===== config.mk =====
export PLATFORM = sky130hd
export DESIGN_NAME = q3_arb_ctrl_flat
export DESIGN_NICKNAME = d
export VERILOG_FILES = /design/src/rtl/q3_arb_ctrl_if.sv /design/src/rtl/q3_arb_ctrl.sv /design/src/flat_wrapper.sv
export SDC_FILE = /design/constraint.sdc
export NUM_CORES = 1
export LEC_CHECK = 0
export ABC_AREA = 1
export CELL_PAD_IN_SITES_DETAIL_PLACEMENT = 1
export CELL_PAD_IN_SITES_GLOBAL_PLACEMENT = 1
export CORE_UTILIZATION = 27
export DETAILED_ROUTE_END_ITERATION = 8
export GPL_ROUTABILITY_DRIVEN = 0
export GPL_TIMING_DRIVEN = 0
export PLACE_DENSITY = 0.79
export SLEW_MARGIN = 5
export SYNTH_ARGS = -nofsm -noshare
export SYNTH_HDL_FRONTEND = slang
export SYNTH_SLANG_ARGS = --single-unit

===== constraint.sdc =====
create_clock -name clock -period 1.9 [get_ports clock]
set_input_delay 0.19 -clock clock [delete_from_list [all_inputs] [get_ports clock]]
set_output_delay 0.19 -clock clock [all_outputs]
set_load 0.01 [all_outputs]

===== src/rtl/q3_arb_ctrl_if.sv =====
// q3_arb_ctrl_if: requester/consumer bundle for the q3 arbiter.
//   req[2:0]       request, bit0=X bit1=Y bit2=Z
//   din_x/y/z      requester data (W bits)
//   ack[2:0]       one-hot capture strobe back to requesters
//   c1, c2         datapath selects (Y, Z)
//   f, f_valid     registered output toward the consumer
//   f_ready        consumer accept
//   busy           arbiter owns the output
// slave = arbiter side, master = requester/consumer side.
interface q3_arb_ctrl_if #(parameter int W = 8);
  logic [2:0]   req;
  logic [W-1:0] din_x, din_y, din_z;
  logic [2:0]   ack;
  logic         c1, c2;
  logic [W-1:0] f;
  logic         f_valid;
  logic         f_ready;
  logic         busy;

  modport slave  (input  req, din_x, din_y, din_z, f_ready,
                  output ack, c1, c2, f, f_valid, busy);
  modport master (output req, din_x, din_y, din_z, f_ready,
                  input  ack, c1, c2, f, f_valid, busy);
endinterface


===== src/rtl/q3_arb_ctrl.sv =====
// q3_arb_ctrl: three-requester arbiter/sequencer for the shared
// priority-select output register f.
//   clock   rising-edge clock
//   resetn  asynchronous active-low reset
//   bus     q3_arb_ctrl_if.slave (req/din in, ack/c1/c2/f/f_valid/busy out,
//           f_ready in)
// One requester owns the output at a time for at most MAX_HOLD transfers.
// Priority: fixed Z > Y > X by default; round-robin starting after the
// last owner when Q3_ARB_RR_EN is defined.
module q3_arb_ctrl #(
  parameter int W        = 8,
  parameter int MAX_HOLD = 4
) (
  input logic          clock,
  input logic          resetn,
  q3_arb_ctrl_if.slave bus
);
  localparam int HCW = $clog2(MAX_HOLD + 1);
  localparam logic [1:0] RX = 2'd0, RY = 2'd1, RZ = 2'd2;

  typedef enum logic {IDLE, OWN} state_t;

  state_t         state;
  logic [1:0]     owner, last_owner, winner;
  logic [HCW-1:0] hold_cnt;
  logic [W-1:0]   f_q;
  logic           f_valid_q;
  logic           slot_free, own_req, xfer, last_beat;
  logic [W-1:0]   din_sel;

  assign slot_free = !f_valid_q || bus.f_ready;
  assign xfer      = (state == OWN) && own_req && slot_free;
  assign last_beat = (hold_cnt == HCW'(MAX_HOLD - 1));

  always_comb begin
    own_req = 1'b0;
    din_sel = bus.din_x;
    case (owner)
      RY:      begin own_req = bus.req[1]; din_sel = bus.din_y; end
      RZ:      begin own_req = bus.req[2]; din_sel = bus.din_z; end
      default: begin own_req = bus.req[0]; din_sel = bus.din_x; end
    endcase
  end

`ifdef Q3_ARB_RR_EN
  // Walk the three slots after last_owner from farthest to nearest so the
  // nearest requesting slot is the one left in winner.
  always_comb begin
    int         k;
    logic [1:0] k2;
    winner = RX;
    k      = 0;
    k2     = 2'd0;
    for (int i = 3; i >= 1; i--) begin
      k  = (int'(last_owner) + i) % 3;
      k2 = 2'(k);
      if (bus.req[k2]) winner = k2;
    end
  end
`else
  // Z over Y over X, same precedence as c2 over c1 in the datapath.
  always_comb begin
    if (bus.req[2])      winner = RZ;
    else if (bus.req[1]) winner = RY;
    else                 winner = RX;
  end
`endif

  always_comb begin
    bus.ack = 3'b000;
    if (xfer) bus.ack[owner] = 1'b1;
  end

  assign bus.c1      = (state == OWN) && (owner == RY);
  assign bus.c2      = (state == OWN) && (owner == RZ);
  assign bus.busy    = (state == OWN);
  assign bus.f       = f_q;
  assign bus.f_valid = f_valid_q;

  always_ff @(posedge clock or negedge resetn) begin
    if (!resetn) begin
      state      <= IDLE;
      owner      <= RX;
      hold_cnt   <= '0;
      last_owner <= RY;
      f_q        <= '0;
      f_valid_q  <= 1'b0;
    end else begin
      // Output register: load on transfer, otherwise drain once consumed
      // (also in IDLE, so the last word of a burst is not left dangling).
      if (xfer) begin
        f_q       <= din_sel;
        f_valid_q <= 1'b1;
      end else if (f_valid_q && bus.f_ready) begin
        f_valid_q <= 1'b0;
      end

      case (state)
        IDLE: begin
          if (|bus.req) begin
            state    <= OWN;
            owner    <= winner;
            hold_cnt <= '0;
          end
        end
        OWN: begin
          if (xfer) begin
            if (last_beat) begin
              state      <= IDLE;
              last_owner <= owner;
              hold_cnt   <= '0;
            end else begin
              hold_cnt <= hold_cnt + 1'b1;
            end
          end else if (!own_req) begin
            // Stalled owners keep the grant; only a dropped request releases.
            state      <= IDLE;
            last_owner <= owner;
            hold_cnt   <= '0;
          end
        end
        default: state <= IDLE;
      endcase
    end
  end
endmodule


===== src/flat_wrapper.sv =====
// flat-port wrapper written by rule: the top's interface ports become plain ports
module q3_arb_ctrl_flat 
#(
  parameter int W        = 8,
  parameter int MAX_HOLD = 4
)
  (clock, resetn, bus_req, bus_din_x, bus_din_y, bus_din_z, bus_f_ready, bus_ack, bus_c1, bus_c2, bus_f, bus_f_valid, bus_busy);
  q3_arb_ctrl_if #(.W(W)) bus_i ();
  input logic clock;
  input logic resetn;
  input wire logic [$bits(bus_i.req)-1:0] bus_req;
  input wire logic [$bits(bus_i.din_x)-1:0] bus_din_x;
  input wire logic [$bits(bus_i.din_y)-1:0] bus_din_y;
  input wire logic [$bits(bus_i.din_z)-1:0] bus_din_z;
  input wire logic [$bits(bus_i.f_ready)-1:0] bus_f_ready;
  output wire logic [$bits(bus_i.ack)-1:0] bus_ack;
  output wire logic [$bits(bus_i.c1)-1:0] bus_c1;
  output wire logic [$bits(bus_i.c2)-1:0] bus_c2;
  output wire logic [$bits(bus_i.f)-1:0] bus_f;
  output wire logic [$bits(bus_i.f_valid)-1:0] bus_f_valid;
  output wire logic [$bits(bus_i.busy)-1:0] bus_busy;
  assign bus_i.req = bus_req;
  assign bus_i.din_x = bus_din_x;
  assign bus_i.din_y = bus_din_y;
  assign bus_i.din_z = bus_din_z;
  assign bus_i.f_ready = bus_f_ready;
  assign bus_ack = bus_i.ack;
  assign bus_c1 = bus_i.c1;
  assign bus_c2 = bus_i.c2;
  assign bus_f = bus_i.f;
  assign bus_f_valid = bus_i.f_valid;
  assign bus_busy = bus_i.busy;
  q3_arb_ctrl #(.W(W), .MAX_HOLD(MAX_HOLD)) u_core (.clock(clock), .resetn(resetn), .bus(bus_i));
endmodule

==> results of run 1 <==
==> worst min path at each step <==
stage | endpoint | from | slack, ps | cells after the start
detailed placement | u_core.hold_cnt[2] | u_core.hold_cnt[2] | 480 | 2
floorplan | u_core.bus.busy | resetn | -110 | 0
CTS | u_core.bus.f[1] | resetn | 350 | 1
global placement | u_core.hold_cnt[2] | u_core.hold_cnt[2] | 460 | 2
finish | u_core.bus.f[4] | resetn | 350 | 1
global route | u_core.bus.f[1] | resetn | 380 | 1
==> cell type report <==
cell class | count | area (µm²)
fill | 401 | 1643
timing repair buffer | 51 | 475.5
multi-input combinational | 89 | 454.2
sequential | 15 | 375.4
inverter | 15 | 57.56
tap | 44 | 55.05
buffer | 5 | 41.29
clock buffer | 4 | 26.28
==> layout by cell type (no fill, tap or decap), drive strengths merged <==
master         count
a21oi              1
buf               14
clkbuf             5
clkdlybuf4s50     39
clkinv             1
dfrtp             15
dlygate4sd2        2
ha                 4
inv               14
nand2             44
nand3             12
nand4              1
nor2               8
o21ai             18
o31ai              1
==> sequential cells by signal, indices dropped and copies added (netlist names) <==
name / cells
u_core.bus.busy: 1
u_core.hold_cnt: 3
u_core.bus.f_valid: 1
u_core.bus.f: 8
u_core.owner: 2
==> through the flow <==
stage | util, % | total power, mW | area (µm²)
6_report | 47.48 | 2.459 | 1485
5_1_grt | 47.48 | 2.689 | 1485
4_1_cts | 46.88 | 2.422 | 1466
3_5_place_dp | 45.08 | 2.116 | 1410
3_3_place_gp | 45.08 | 2.035 | 1410
2_1_floorplan | - | 1.490 | 914.6
==> logic make-up after synthesis <==
| group | Yosys count | synth area share [%] |
|---|---|---|
| adders and majority gates | 4 | 5.472 |
| DFF | 15 | 41.04 |
| buffers and inverters | 21 | 11.49 |
| and+or+nand+nor | 65 | 30.78 |
| AOI/OAI and AO/OA | 20 | 11.22 |
==> timing repair <==
action                                  4_1_cts  5_1_grt
endpoints found under the setup margin        5        6
resized for setup                            17        4
pin swaps                                     1        2
buffers inserted                              5        2
==> critical path, cell delays in order, from the launching register on <==
cell and delay, ps:
dfrtp_1 380, inv_2 60, ha_4 290, nor2_4 50, nor2_4 120, nand3_2 90, buf_6 140, nor2_1 80
buf_2 130
==> per-layer routing <==
layer  global-route usage, %  vias to the layer above  share of wire, %
met2                   33.12                       44                48
met4                   9.302                        0               1.4
li1                        -                      503                 -
met1                   21.32                      474                42
met3                   4.329                        5               8.1
met5                       0                        -                 0
==> where the power goes <==
group          internal [mW]  switching, mW
Clock                 0.0819          0.120
Combinational          0.804          0.896
Sequential             0.464         0.0930
==> flow_summary.toml, run 1 <==
[outcome]
status = "completed"

[finish]
final_cells = 223
drive_gt1_share_pct = 15.08
final_nets = 214
antenna_cells = 0
syn2layout_area_growth_pct = 62.38

[route]
routed_wl_mm = 3.178
wl_per_cell_um = 14.25
drc = 0
dr_total_vias = 1026
via_per_inst = 4.601
dr.pass1.iters = 4
drt-initial-drc-count = 38
final_antenna_net_count = 0

[worst_hold_path]
hp-class = "input port to async pin"

[critical_path]
critPathArrivalTime_ps = 1640
worstSetupEndpointType = "primary output"
worstSetupStartpointType = "register"
crit_start = "u_core.owner[0]"
reg2reg_to = "u_core.bus.f[5]"
r2r_start = "u_core.owner[0]"
worst-r2r-cell-count = 7
rrSetupSlack_ps = 180
crit_type = "register to primary output"
endpoint = "bus_ack[2]"
cp.required_ps = 1710
path_max_fanout = 5

[cts]
clock_sinks = 15
cts_made_buffers = 3
cts_htree_levels = 1
cts_hold_buf = 0
cts_root_buffer = "clkbuf_4"
insertion_delay_ps = 300
cts_buffer_depth = 2
cts_tree = "yes"
clk_pin_slew_ps = 100

[sta]
post-route-min-period_ps = 1832
finalCritPeriodShare_pct = 96.40
tightest_slew_ps = 804.7
hold_slack_ps = 347.3
post-route-worst-setup-slack_ps = 68.35
slew_headroom_pct = 46.18
finalSetupViolations = 0
hold_viol = 0
fin_skew_ps = 1.913
maxSlewViolCount = 0
fmax_mhz = 546.0
setup_tns_ps = 0

[synth]
synth_area_um2 = 914.6
synth_cell_types = 19
ys_ff_latch = 15
yosysMostFrequentCell = "nand2_1"
seq_area_frac_synth_pct = 41.04
synthTopCellsByArea = "dfrtp_1 (41%), nand2_1 (18%), ha_1 (5.5%)"
synthesis.instances = 125
async_flop_share_pct = 100.0
synth_area_per_cell_um2 = 7.317
synth-edff-count = 0
yosys_warnings = 0
synth.top_cell.area_share_pct = 41.04
syn_nets = 159
ys.flop_type = "dfrtp_1"
synthTopCellsByCount = "nand2_1 (44), dfrtp_1 (15), inv_1 (13)"
synth_area_leader_cell = "dfrtp_1"

[placement]
preCtsSetupSlack_ps = -223.5
portBuffers = 44
dp.cells = 213
place_hpwl_mm = 2.348

[floorplanning]
io-pin-count = 45
core_mm2 = 0.003128
dieArea_mm2 = 0.003624
initial_utilization_pct = 29.24
die_height_um = 60.20
rows = 20
die_w_um = 60.20

[power_and_ir_drop]
p_leak_nw = 0.7082
power_density_mw_per_mm2 = 1656
ir_drop_v = 0.0005112

[grt]
antenna_found_initial = 0
track_usage_pct = 18.94
grt_pass1_wl_mm = 4.912
grt_overflow = 0
grt_max_degree = 16
grt_pass1_vias = 1124

[run]
max_cap_viol_count = 0
Note: power is estimated with default switching activity, not from simulation.
==> inputs of run 2 (changes only) <==
--- a/config.mk
+++ b/config.mk
@@ -6,6 +6,7 @@
 export NUM_CORES = 1
 export LEC_CHECK = 0
 export ABC_AREA = 1
+export CAP_MARGIN = 40
 export CELL_PAD_IN_SITES_DETAIL_PLACEMENT = 1
 export CELL_PAD_IN_SITES_GLOBAL_PLACEMENT = 1
 export CORE_UTILIZATION = 27
==> results of run 2 <==
Same layout as run 1: the final DEF is identical, and so are final timing and power.
==> inputs of run 3 (changes only) <==
--- a/config.mk
+++ b/config.mk
@@ -6,13 +6,14 @@
 export NUM_CORES = 1
 export LEC_CHECK = 0
 export ABC_AREA = 1
-export CAP_MARGIN = 40
+export CAP_MARGIN = 20
 export CELL_PAD_IN_SITES_DETAIL_PLACEMENT = 1
 export CELL_PAD_IN_SITES_GLOBAL_PLACEMENT = 1
 export CORE_UTILIZATION = 27
 export DETAILED_ROUTE_END_ITERATION = 8
 export GPL_ROUTABILITY_DRIVEN = 0
 export GPL_TIMING_DRIVEN = 0
+export MAX_ROUTING_LAYER = met4
 export PLACE_DENSITY = 0.79
 export SLEW_MARGIN = 5
 export SYNTH_ARGS = -nofsm -noshare
==> run 3 against run 2 <==
  * Clock-buffer cell count unchanged
  * Worst setup slack improved by 2.6 ps
  * Die area unchanged
  * Clock skew increased by 3.4 ps
  * Largest cell class unchanged
  * Largest power group unchanged
==> flow_summary.toml, run 3 (synthesized netlist as in run 1, its figures left out) <==
[floorplanning]
die_w_um = 60.20
io-pin-count = 45
rows = 20
initial_utilization_pct = 29.24
dieArea_mm2 = 0.003624
die_height_um = 60.20
core_mm2 = 0.003128

[route]
drt-initial-drc-count = 37
final_antenna_net_count = 0
dr_total_vias = 1026
routed_wl_mm = 3.169
via_per_inst = 4.601
dr.pass1.iters = 4
wl_per_cell_um = 14.21
drc = 0

[placement]
postPlaceCellArea_mm2 = 0.001410
dp.cells = 213
place_hpwl_mm = 2.348
portBuffers = 44
preCtsSetupSlack_ps = -223.5

[sta]
hold_viol = 0
tightest_slew_ps = 757.4
slew_headroom_pct = 49.35
post-route-worst-setup-slack_ps = 70.91
fmax_mhz = 546.7
fin_skew_ps = 5.353
maxSlewViolCount = 0
post-route-min-period_ps = 1829
finalSetupViolations = 0
setup_tns_ps = 0
finalCritPeriodShare_pct = 96.27

[worst_hold_path]
hp-class = "input port to async pin"

[finish]
fillerInstances = 401
postLayoutCellArea_mm2 = 0.001485
fin_util_pct = 47.48
antenna_cells = 0
final_nets = 214
largest_reg_flops = 8
layout_common_cells = "nand2_1 (44), clkdlybuf4s50_1 (39), dfrtp_1 (15), inv_1 (11)"
final_common_cell = "nand2_1"
final_cells = 223
syn2layout_area_growth_pct = 62.38
drive_gt1_share_pct = 15.08

[power_and_ir_drop]
p_leak_nw = 0.7082
p_clk_share_pct = 8.3
pwr-share-seq_pct = 22.6
switchingPower_mw = 1.108
intPower_mw = 1.350
power_density_mw_per_mm2 = 1655
ir_drop_v = 0.0005103
combinationalPowerShare_pct = 69.1
netSwitchingFraction_pct = 45.09

[grt]
grt_overflow = 0
grt_pass1_wl_mm = 4.947
grt_max_degree = 16
grt_pass1_vias = 1121
track_usage_pct = 19.58
antenna_found_initial = 0

[outcome]
status = "completed"

[critical_path]
cp.required_ps = 1710
worst-r2r-cell-count = 7
worstSetupStartpointType = "register"
path_max_fanout = 5
worstSetupEndpointType = "primary output"
reg2reg_to = "u_core.bus.f[5]"
rrSetupSlack_ps = 180
crit_type = "register to primary output"
r2r_start = "u_core.owner[0]"
critPathArrivalTime_ps = 1640

[cts]
cts_root_buffer = "clkbuf_4"
cts_made_buffers = 3
cts_htree_levels = 1
cts_tree = "yes"
cts_buffer_depth = 2
clk_pin_slew_ps = 100
insertion_delay_ps = 300
clock_sinks = 15

[run]
max_cap_viol_count = 0
-- run 3: repair_timing --
item	in CTS	in global routing
setup buffers	5	2
hold buffers	0	0
endpoints found under the setup margin	5	6
hold endpoints to repair	0	0
pin swaps	1	2
resized for setup	17	4
-- run 3: cell type report --
class / instances / area [µm²] / area share, %
Buffer: 5 / 41.29 / 2.780
Timing Repair Buffer: 51 / 475.5 / 32.01
Tap cell: 44 / 55.05 / 3.707
Multi-Input combinational cell: 89 / 454.2 / 30.58
Sequential cell: 15 / 375.4 / 25.27
Inverter: 15 / 57.56 / 3.875
Clock buffer: 4 / 26.28 / 1.769
-- run 3: through the flow --
stage | power, mW | hold slack [ps]
final | 2.458 | 319.5
after global placement | 2.035 | 458.0
after global routing | 2.694 | 372.8
after CTS | 2.422 | 353.3
after floorplan | 1.490 | -105.6
after detailed placement | 2.116 | 477.7
-- run 3: critical path, cell delays in order, from the launching register on --
cell     delay (ps)
dfrtp_1         380
inv_2            60
ha_4            290
nor2_4           50
nor2_4          120
nand3_2          90
buf_6           140
nor2_1           80
buf_2           130
-- run 3: worst max-delay path by stage --
| stage | from | end | slack [ps] | depth (start not counted) |
|---|---|---|---|---|
| 6_report | u_core.owner[0] | bus_ack[2] | 70 | 8 |
| 2_1_floorplan | u_core.owner[0] | bus_ack[0] | 370 | 8 |
| 4_1_cts | u_core.owner[0] | bus_ack[0] | -10 | 9 |
| 3_3_place_gp | u_core.owner[0] | bus_ack[1] | -170 | 9 |
| 5_1_grt | u_core.owner[0] | bus_ack[1] | -10 | 8 |
| 3_5_place_dp | u_core.owner[1] | bus_ack[0] | -220 | 9 |
-- run 3: power groups by stage --
stage / combinational, mW / sequential, mW / clock, mW
global route: 1.90 / 0.573 / 0.225
finish: 1.70 / 0.555 / 0.205
global placement: 1.48 / 0.555 / 0
floorplan: 0.892 / 0.598 / 0
CTS: 1.66 / 0.552 / 0.211
detailed placement: 1.55 / 0.566 / 0
-- run 3: metal layers --
layer | vias up | track usage, % | share of wire, %
met1 | 482 | 21.97 | 42
met5 | - | - | 0
li1 | 501 | - | -
met2 | 38 | 32.65 | 49
met3 | 5 | 4.329 | 7.1
met4 | 0 | 9.302 | 1.5
